<file path="src/rtl/rc4_pkg.sv">
// rc4_pkg: shared FSM encoding, key-length limit and helpers
// for the rc4 two-channel session arbiter.
package rc4_pkg;

  localparam int KEY_MAX_DEF = 4;

  typedef enum logic [2:0] {
    S_IDLE,
    S_ARB,
    S_KEY,
    S_STREAM,
    S_FIN
  } state_t;

  function automatic logic [1:0] ch_onehot(input logic c);
    return c ? 2'b10 : 2'b01;
  endfunction

endpackage

</file>
<file path="src/rtl/rc4_out_reg.sv">
// rc4_out_reg: 1-entry valid/ready output register with flush.
// Ports: load/d_in/last_in/ch_in in, ready in, valid/data/last/ch out.
module rc4_out_reg (
  input  logic       clk,
  input  logic       rst_n,
  input  logic       load,
  input  logic       flush,
  input  logic [7:0] d_in,
  input  logic       last_in,
  input  logic       ch_in,
  input  logic       ready,
  output logic       valid,
  output logic [7:0] data,
  output logic       last,
  output logic       ch
);

  always_ff @(posedge clk or negedge rst_n) begin
    if (!rst_n) begin
      valid <= 1'b0;
      data  <= '0;
      last  <= 1'b0;
      ch    <= 1'b0;
    end else if (flush) begin
      valid <= 1'b0;
      last  <= 1'b0;
    end else if (load) begin
      valid <= 1'b1;
      data  <= d_in;
      last  <= last_in;
      ch    <= ch_in;
    end else if (ready) begin
      valid <= 1'b0;
    end
  end

endmodule

</file>
<file path="src/rtl/rc4_arb_ctrl.sv">
// rc4_arb_ctrl: round-robin 2-channel session arbiter driving an rc4
// core; req/key/len per channel in, gnt/done/err, din/dout, core_* out.
module rc4_arb_ctrl
  import rc4_pkg::*;
#(
  parameter int MSG_W   = 16,
  parameter int KEY_MAX = KEY_MAX_DEF
) (
  input  logic             clk,
  input  logic             rst_n,
  input  logic [1:0]       req,
  input  logic [31:0]      key0,
  input  logic [31:0]      key1,
  input  logic [7:0]       key_len0,
  input  logic [7:0]       key_len1,
  input  logic [MSG_W-1:0] msg_len0,
  input  logic [MSG_W-1:0] msg_len1,
  output logic [1:0]       gnt,
  output logic [1:0]       done,
  output logic [1:0]       err,
  input  logic             din_valid,
  output logic             din_ready,
  input  logic [7:0]       din,
  output logic             dout_valid,
  input  logic             dout_ready,
  output logic [7:0]       dout,
  output logic             dout_ch,
  output logic             dout_last,
  output logic             core_start,
  output logic [31:0]      core_key,
  output logic [7:0]       core_key_len,
  output logic             core_abort,
  input  logic             core_ks_valid,
  input  logic [7:0]       core_ks,
  output logic             core_ks_ready
);

  localparam logic [7:0] KMAX = 8'(KEY_MAX);

  state_t state, state_d;

  logic             ch_q;
  logic             prio_q;
  logic             win;
  logic [MSG_W-1:0] cnt_q;
  logic [MSG_W-1:0] len_q;
  logic [7:0]       win_klen;
  logic [MSG_W-1:0] win_mlen;
  logic             any_req;
  logic             key_bad;
  logic             len_zero;
  logic             req_g;
  logic             is_last;
  logic             xfer;
  logic             grant;
  logic             reject;
  logic             zero;
  logic             abort;
  logic             finish;

  // Ties go to prio_q, the channel not served last.
  always_comb begin
    unique case (req)
      2'b01:   win = 1'b0;
      2'b10:   win = 1'b1;
      default: win = prio_q;
    endcase
  end

  assign win_klen = win ? key_len1 : key_len0;
  assign win_mlen = win ? msg_len1 : msg_len0;
  assign any_req  = |req;
  assign key_bad  = (win_klen == 8'd0) || (win_klen > KMAX);
  assign len_zero = (win_mlen == '0);
  assign req_g    = req[ch_q];
  assign is_last  = (cnt_q == len_q - 1'b1);

  // Plaintext and keystream move together or not at all.
  assign xfer = (state == S_STREAM) && req_g && din_valid
              && core_ks_valid && (!dout_valid || dout_ready);

  assign din_ready     = xfer;
  assign core_ks_ready = xfer;

  always_ff @(posedge clk or negedge rst_n) begin
    if (!rst_n) state <= S_IDLE;
    else        state <= state_d;
  end

  always_comb begin
    state_d = state;
    grant   = 1'b0;
    reject  = 1'b0;
    zero    = 1'b0;
    abort   = 1'b0;
    finish  = 1'b0;
    unique case (state)
      S_IDLE: begin
        if (any_req && !(|done) && !(|err))
          state_d = S_ARB;
      end
      S_ARB: begin
        unique case (1'b1)
          !any_req: state_d = S_IDLE;
          any_req && key_bad: begin
            reject  = 1'b1;
            state_d = S_IDLE;
          end
          any_req && !key_bad && len_zero: begin
            zero    = 1'b1;
            state_d = S_IDLE;
          end
          any_req && !key_bad && !len_zero: begin
            grant   = 1'b1;
            state_d = S_KEY;
          end
          default: state_d = S_IDLE;
        endcase
      end
      S_KEY: begin
        if (!req_g) begin
          abort   = 1'b1;
          state_d = S_IDLE;
        end else if (core_ks_valid) begin
          state_d = S_STREAM;
        end
      end
      S_STREAM: begin
        if (!req_g) begin
          abort   = 1'b1;
          state_d = S_IDLE;
        end else if (xfer && is_last) begin
          state_d = S_FIN;
        end
      end
      S_FIN: begin
        // Only the last byte can be resident here.
        if (!dout_valid || dout_ready) begin
          finish  = 1'b1;
          state_d = S_IDLE;
        end
      end
      default: state_d = S_IDLE;
    endcase
  end

  always_ff @(posedge clk or negedge rst_n) begin
    if (!rst_n) begin
      gnt          <= '0;
      done         <= '0;
      err          <= '0;
      core_start   <= 1'b0;
      core_abort   <= 1'b0;
      core_key     <= '0;
      core_key_len <= '0;
      ch_q         <= 1'b0;
      prio_q       <= 1'b0;
      cnt_q        <= '0;
      len_q        <= '0;
    end else begin
      done       <= '0;
      err        <= '0;
      core_start <= 1'b0;
      core_abort <= 1'b0;
      if (reject) begin
        err    <= ch_onehot(win);
        prio_q <= ~win;
      end
      if (zero) begin
        done   <= ch_onehot(win);
        prio_q <= ~win;
      end
      if (grant) begin
        gnt          <= ch_onehot(win);
        ch_q         <= win;
        prio_q       <= ~win;
        core_start   <= 1'b1;
        core_key     <= win ? key1 : key0;
        core_key_len <= win_klen;
        cnt_q        <= '0;
        len_q        <= win_mlen;
      end
      if (xfer) cnt_q <= cnt_q + 1'b1;
      if (abort) begin
        core_abort <= 1'b1;
        gnt        <= '0;
      end
      if (finish) begin
        done <= ch_onehot(ch_q);
        gnt  <= '0;
      end
    end
  end

  rc4_out_reg u_out (
    .clk     (clk),
    .rst_n   (rst_n),
    .load    (xfer),
    .flush   (abort),
    .d_in    (din ^ core_ks),
    .last_in (is_last),
    .ch_in   (ch_q),
    .ready   (dout_ready),
    .valid   (dout_valid),
    .data    (dout),
    .last    (dout_last),
    .ch      (dout_ch)
  );

endmodule
</file>
<file path="config.mk">
export PLATFORM = sky130hd
export DESIGN_NAME = rc4_arb_ctrl
export DESIGN_NICKNAME = d
export VERILOG_FILES = /design/src/rtl/rc4_pkg.sv /design/src/rtl/rc4_out_reg.sv /design/src/rtl/rc4_arb_ctrl.sv
export SDC_FILE = /design/constraint.sdc
export NUM_CORES = 1
export LEC_CHECK = 0
export ABC_CLOCK_PERIOD_IN_PS = 5800
export CORE_ASPECT_RATIO = 0.75
export CORE_UTILIZATION = 48
export DETAILED_ROUTE_END_ITERATION = 8
export HOLD_SLACK_MARGIN = 0.02
export PLACE_DENSITY_LB_ADDON = 0.15
export SLEW_MARGIN = 10
export SYNTH_ARGS = -nofsm -noshare
export SYNTH_HDL_FRONTEND = slang
export SYNTH_SLANG_ARGS = --single-unit
export TNS_END_PERCENT = 20
</file>
<file path="constraint.sdc">
create_clock -name clk -period 5.8 [get_ports clk]
set_clock_uncertainty 0.05 [all_clocks]
set_input_delay 0.58 -clock clk [delete_from_list [all_inputs] [get_ports clk]]
set_output_delay 0.58 -clock clk [all_outputs]
set_load 0.005 [all_outputs]
</file>
==> summary.md <==
| Metric | Value |
|---|---|
| Outcome | finished, final reports clean |
| VDD IR max | 270.8 uV |
| WS Path Type | input port to output port |
| Int Power | between 1.5 and 2 mW |
| Most common cell after layout, fill and taps aside | clkdlybuf4s50_1 |
| Commonest non-fill, non-tap cells in the layout | clkdlybuf4s50_1, dfrtp_1, nor2_1, a21oi_1, mux2i_1 |
| Synth Net Count | 676 |
| Mapped Area | between 5000 and 6000 sq um |
| Net count, final | approximately 860 |
| Post-synth EDFFs | 0 |
| Sw Ratio | 33.43% |
| Setup bufs post-CTS | 0 |
| Post-Route Utilization | 72.40% |
| Cell family with most CP delay | buffers and inverters |
| Max_slew headroom | 47.73% |
| Max incr delay on CP | 0.59 ns |
| Fmax achieved | ~270 MHz |
| Finish-stage setup viols | 0 |
| Net Switching | approximately 0.88 mW |
| Max_cap viols | 0 |
| Distinct cells, synth | 52 |
| Max Slew Vio Count | 0 |
| Final ANT Viol Nets | 0 |
| H-tree depth | 3 |
| Slowest CP cell | clkdlybuf4s50_1 |
| Static leakage | approximately 3.3 nW |
| Largest net degree at the start of global routing | 56 |
| Post-CTS sizing | 0 |
| Initial antenna violation count | 0 |
| CTS Root Cell | clkbuf_16 |
| First-pass GRT wire length | 22820 microns |
| Cell mode on critical path | clkdlybuf4s50_1 |
| Clk pwr share | 22.9% |
| Num rows | 32 |
| IO Count | 196 |
| Logic pwr share | between 30% and 40% |
| 1st-pass router iterations | 4 |
| Final Hold Viols | 0 |
| Avg Inst Size Synth | 9.478 sq um |
| RePlAce Congestion | slightly below 0.9 |
| DR vias | 4687 |
| Core ar. | 10290 sq um |
| FF+latch count, synth | 96 |
| Pwr Total | around 2.6 mW |
| Clock tree sinks | 96 |
| CTS clock-pin slew for the worst setup and hold paths | 0.07 ns |
| Post-route minimum period | ~3.7 ns |
| Post-DP HPWL | between 10000 and 15000 microns |
| Port Buffers | between 150 and 200 |
| Reg2reg end | state[0] |
| Effective utilization at floorplan | 49.46% |
| R2R cell count | 9 |
| Vias in the first global route | 4744 |
| WP data required | 5.17 ns |
| CTS tree | built |
| Unrepaired setup endpoints after global routing | no |
| Die area | 11020 sq um |
| DRC viols | 0 |
| Total wire length | 13880 microns |
| Arrival time at the worst endpoint | 3.11 ns |
| Crit path launch type | input port |
| Crit Path Max Fanout | 35 |
| Asr flop ratio synth | between 90% and 100% |
| Total global-route track usage | 25.97% |
| Die Wd | ~120 microns |
| Yosys warns | 0 |
| Deepest clock path buffer count | 2 |
| WL/cell | 16.15 microns |
| Sequential fraction of the synthesis area | 47.20% |
| Vias/cell | 5.456 |
| Cts hold-fix bufs | 0 |
| Detailed Route Iter0 Violations | 292 |
| Layout cells sized above 1 | between 4 and 5% |
| Synth Flop Type | dfrtp_1 |
| Worst reg2reg startpoint | len_q[0] |
| GRT overflow | 0 |
| CP Capture Type | output port |
| Pin slew with the least headroom to its limit | approximately 0.78 ns |
| R2r setup slk | 2.56 ns |
| Hold Path Class | input port to asynchronous set/reset pin |
| Period utilisation layout | roughly 64% |
| Die Y | 91.18 microns |
| Cell breakdown of the critical path | clkdlybuf4s50_1 -> mux2i_1 -> nor3b_1 -> nand3_1 -> buf_4 -> inv_1 -> clkdlybuf4s50_1 |
| CP Buf/Inv Count | 4 |
| Diode count | 0 |
| Setup TNS | 0 ns |
| PD cells | 353.6 nW/um^2 |
| Synth-to-layout area growth | 46.36% |
| Clk_lat worst skew | around 0.33 ns |
| Mapped Cells | 537 |
| Seq pwr share | 38.3% |
| TritonCTS Buffers | 9 |
## routing by layer
layer  track usage, %  vias up  wire [microns]  share of wire, %
met4            5.967        0             110              0.79
met1            32.14     2228            5740                41
li1                 -     2269               -                 -
met2            44.10      179            6830                49
met5                0        -               0                 0
met3            8.166       11            1194               8.6
## worst max path at each step
stage,from,end,slack [ns],depth (start not counted)
after floorplan,len_q[0],state[0],3.07,10
after global placement,req[1],gnt[1],2.02,10
after detailed placement,req[1],gnt[1],1.86,10
after CTS,req[1],din_ready,2.09,7
after global routing,req[1],din_ready,1.91,7
final,req[1],din_ready,2.06,7
## flip-flops by register name (all words and copies together), names as in the netlist
signal	cells
core_key_len	8
core_abort	1
u_out.last	1
done	2
state	3
len_q	16
gnt	2
err	2
u_out.valid	1
core_key	32
cnt_q	16
u_out.ch	1
u_out.data	8
core_start	1
prio_q	1
ch_q	1
## power by group through the flow
| stage | registers (mW) | clock network [mW] | logic, mW |
|---|---|---|---|
| after floorplan | 0.967 | 0 | 0.578 |
| after global placement | 1.01 | 0 | 0.986 |
| after detailed placement | 1.01 | 0 | 1.02 |
| after CTS | 1.00 | 0.612 | 1.03 |
| after global routing | 1.03 | 0.642 | 1.12 |
| final | 1.01 | 0.604 | 1.02 |
## through the flow
stage | cells | instance area (sq um) | setup WS (ns) | hold WS, ns
finish | 859 | 7450 | 2.060 | 0.1902
global route | 859 | 7450 | 1.906 | 0.2449
CTS | 859 | 7450 | 2.089 | 0.2242
detailed placement | 843 | 7144 | 1.857 | 0.4212
global placement | 843 | 7144 | 2.016 | 0.4115
floorplan | 537 | 5090 | 3.071 | 0.2344
## Yosys cell counts, drive strengths merged (2+ instances only)
| cell type | number | area share, % |
|---|---|---|
| dfrtp | 96 | 47 |
| nor2 | 81 | 6.0 |
| a21oi | 60 | 5.9 |
| mux2i | 56 | 11 |
| o21ai | 34 | 3.6 |
| nand2 | 32 | 2.4 |
| clkbuf | 21 | 1.5 |
| xnor2 | 16 | 2.8 |
| nor4 | 12 | 1.8 |
| nand3 | 11 | 1.1 |
| nor3 | 11 | 1.4 |
| xor2 | 11 | 1.9 |
| buf | 10 | 0.98 |
| nand4 | 8 | 0.98 |
| inv | 7 | 0.52 |
| nor2b | 7 | 0.86 |
| and3 | 6 | 0.74 |
| nand2b | 6 | 0.74 |
| nand3b | 5 | 0.74 |
| or4 | 5 | 0.81 |
| a31oi | 4 | 0.49 |
| ha | 4 | 0.98 |
| nor4b | 4 | 0.69 |
| a211oi | 3 | 0.44 |
| o31ai | 3 | 0.44 |
| or3 | 3 | 0.37 |
| mux2 | 2 | 0.52 |
| nor3b | 2 | 0.29 |
| o2111ai | 2 | 0.34 |
| o211ai | 2 | 0.29 |
| o311ai | 2 | 0.34 |
## layout make-up
class                           count  area (sq um)
Inverter                            7         26.28
Multi-Input combinational cell    403          2551
Fill cell                         755          2840
Tap cell                          136         170.2
Sequential cell                    96          2402
Timing Repair Buffer              201          1994
Clock buffer                       10         239.0
Clock inverter                      6         66.31
## logic make-up after synthesis
logic type               Yosys count  share of synthesized area, %
AO/OA/AOI/OAI                    118                         13.20
XOR/XNOR                          27                         4.646
adder cells (fa/ha/maj)            4                        0.9833
buffers and inverters             38                         3.048
flip-flops                        96                         47.20
multiplexers                      58                         11.53
AND/OR/NAND/NOR                  196                         19.40
No activity file was read; power rests on OpenSTA's default activity.
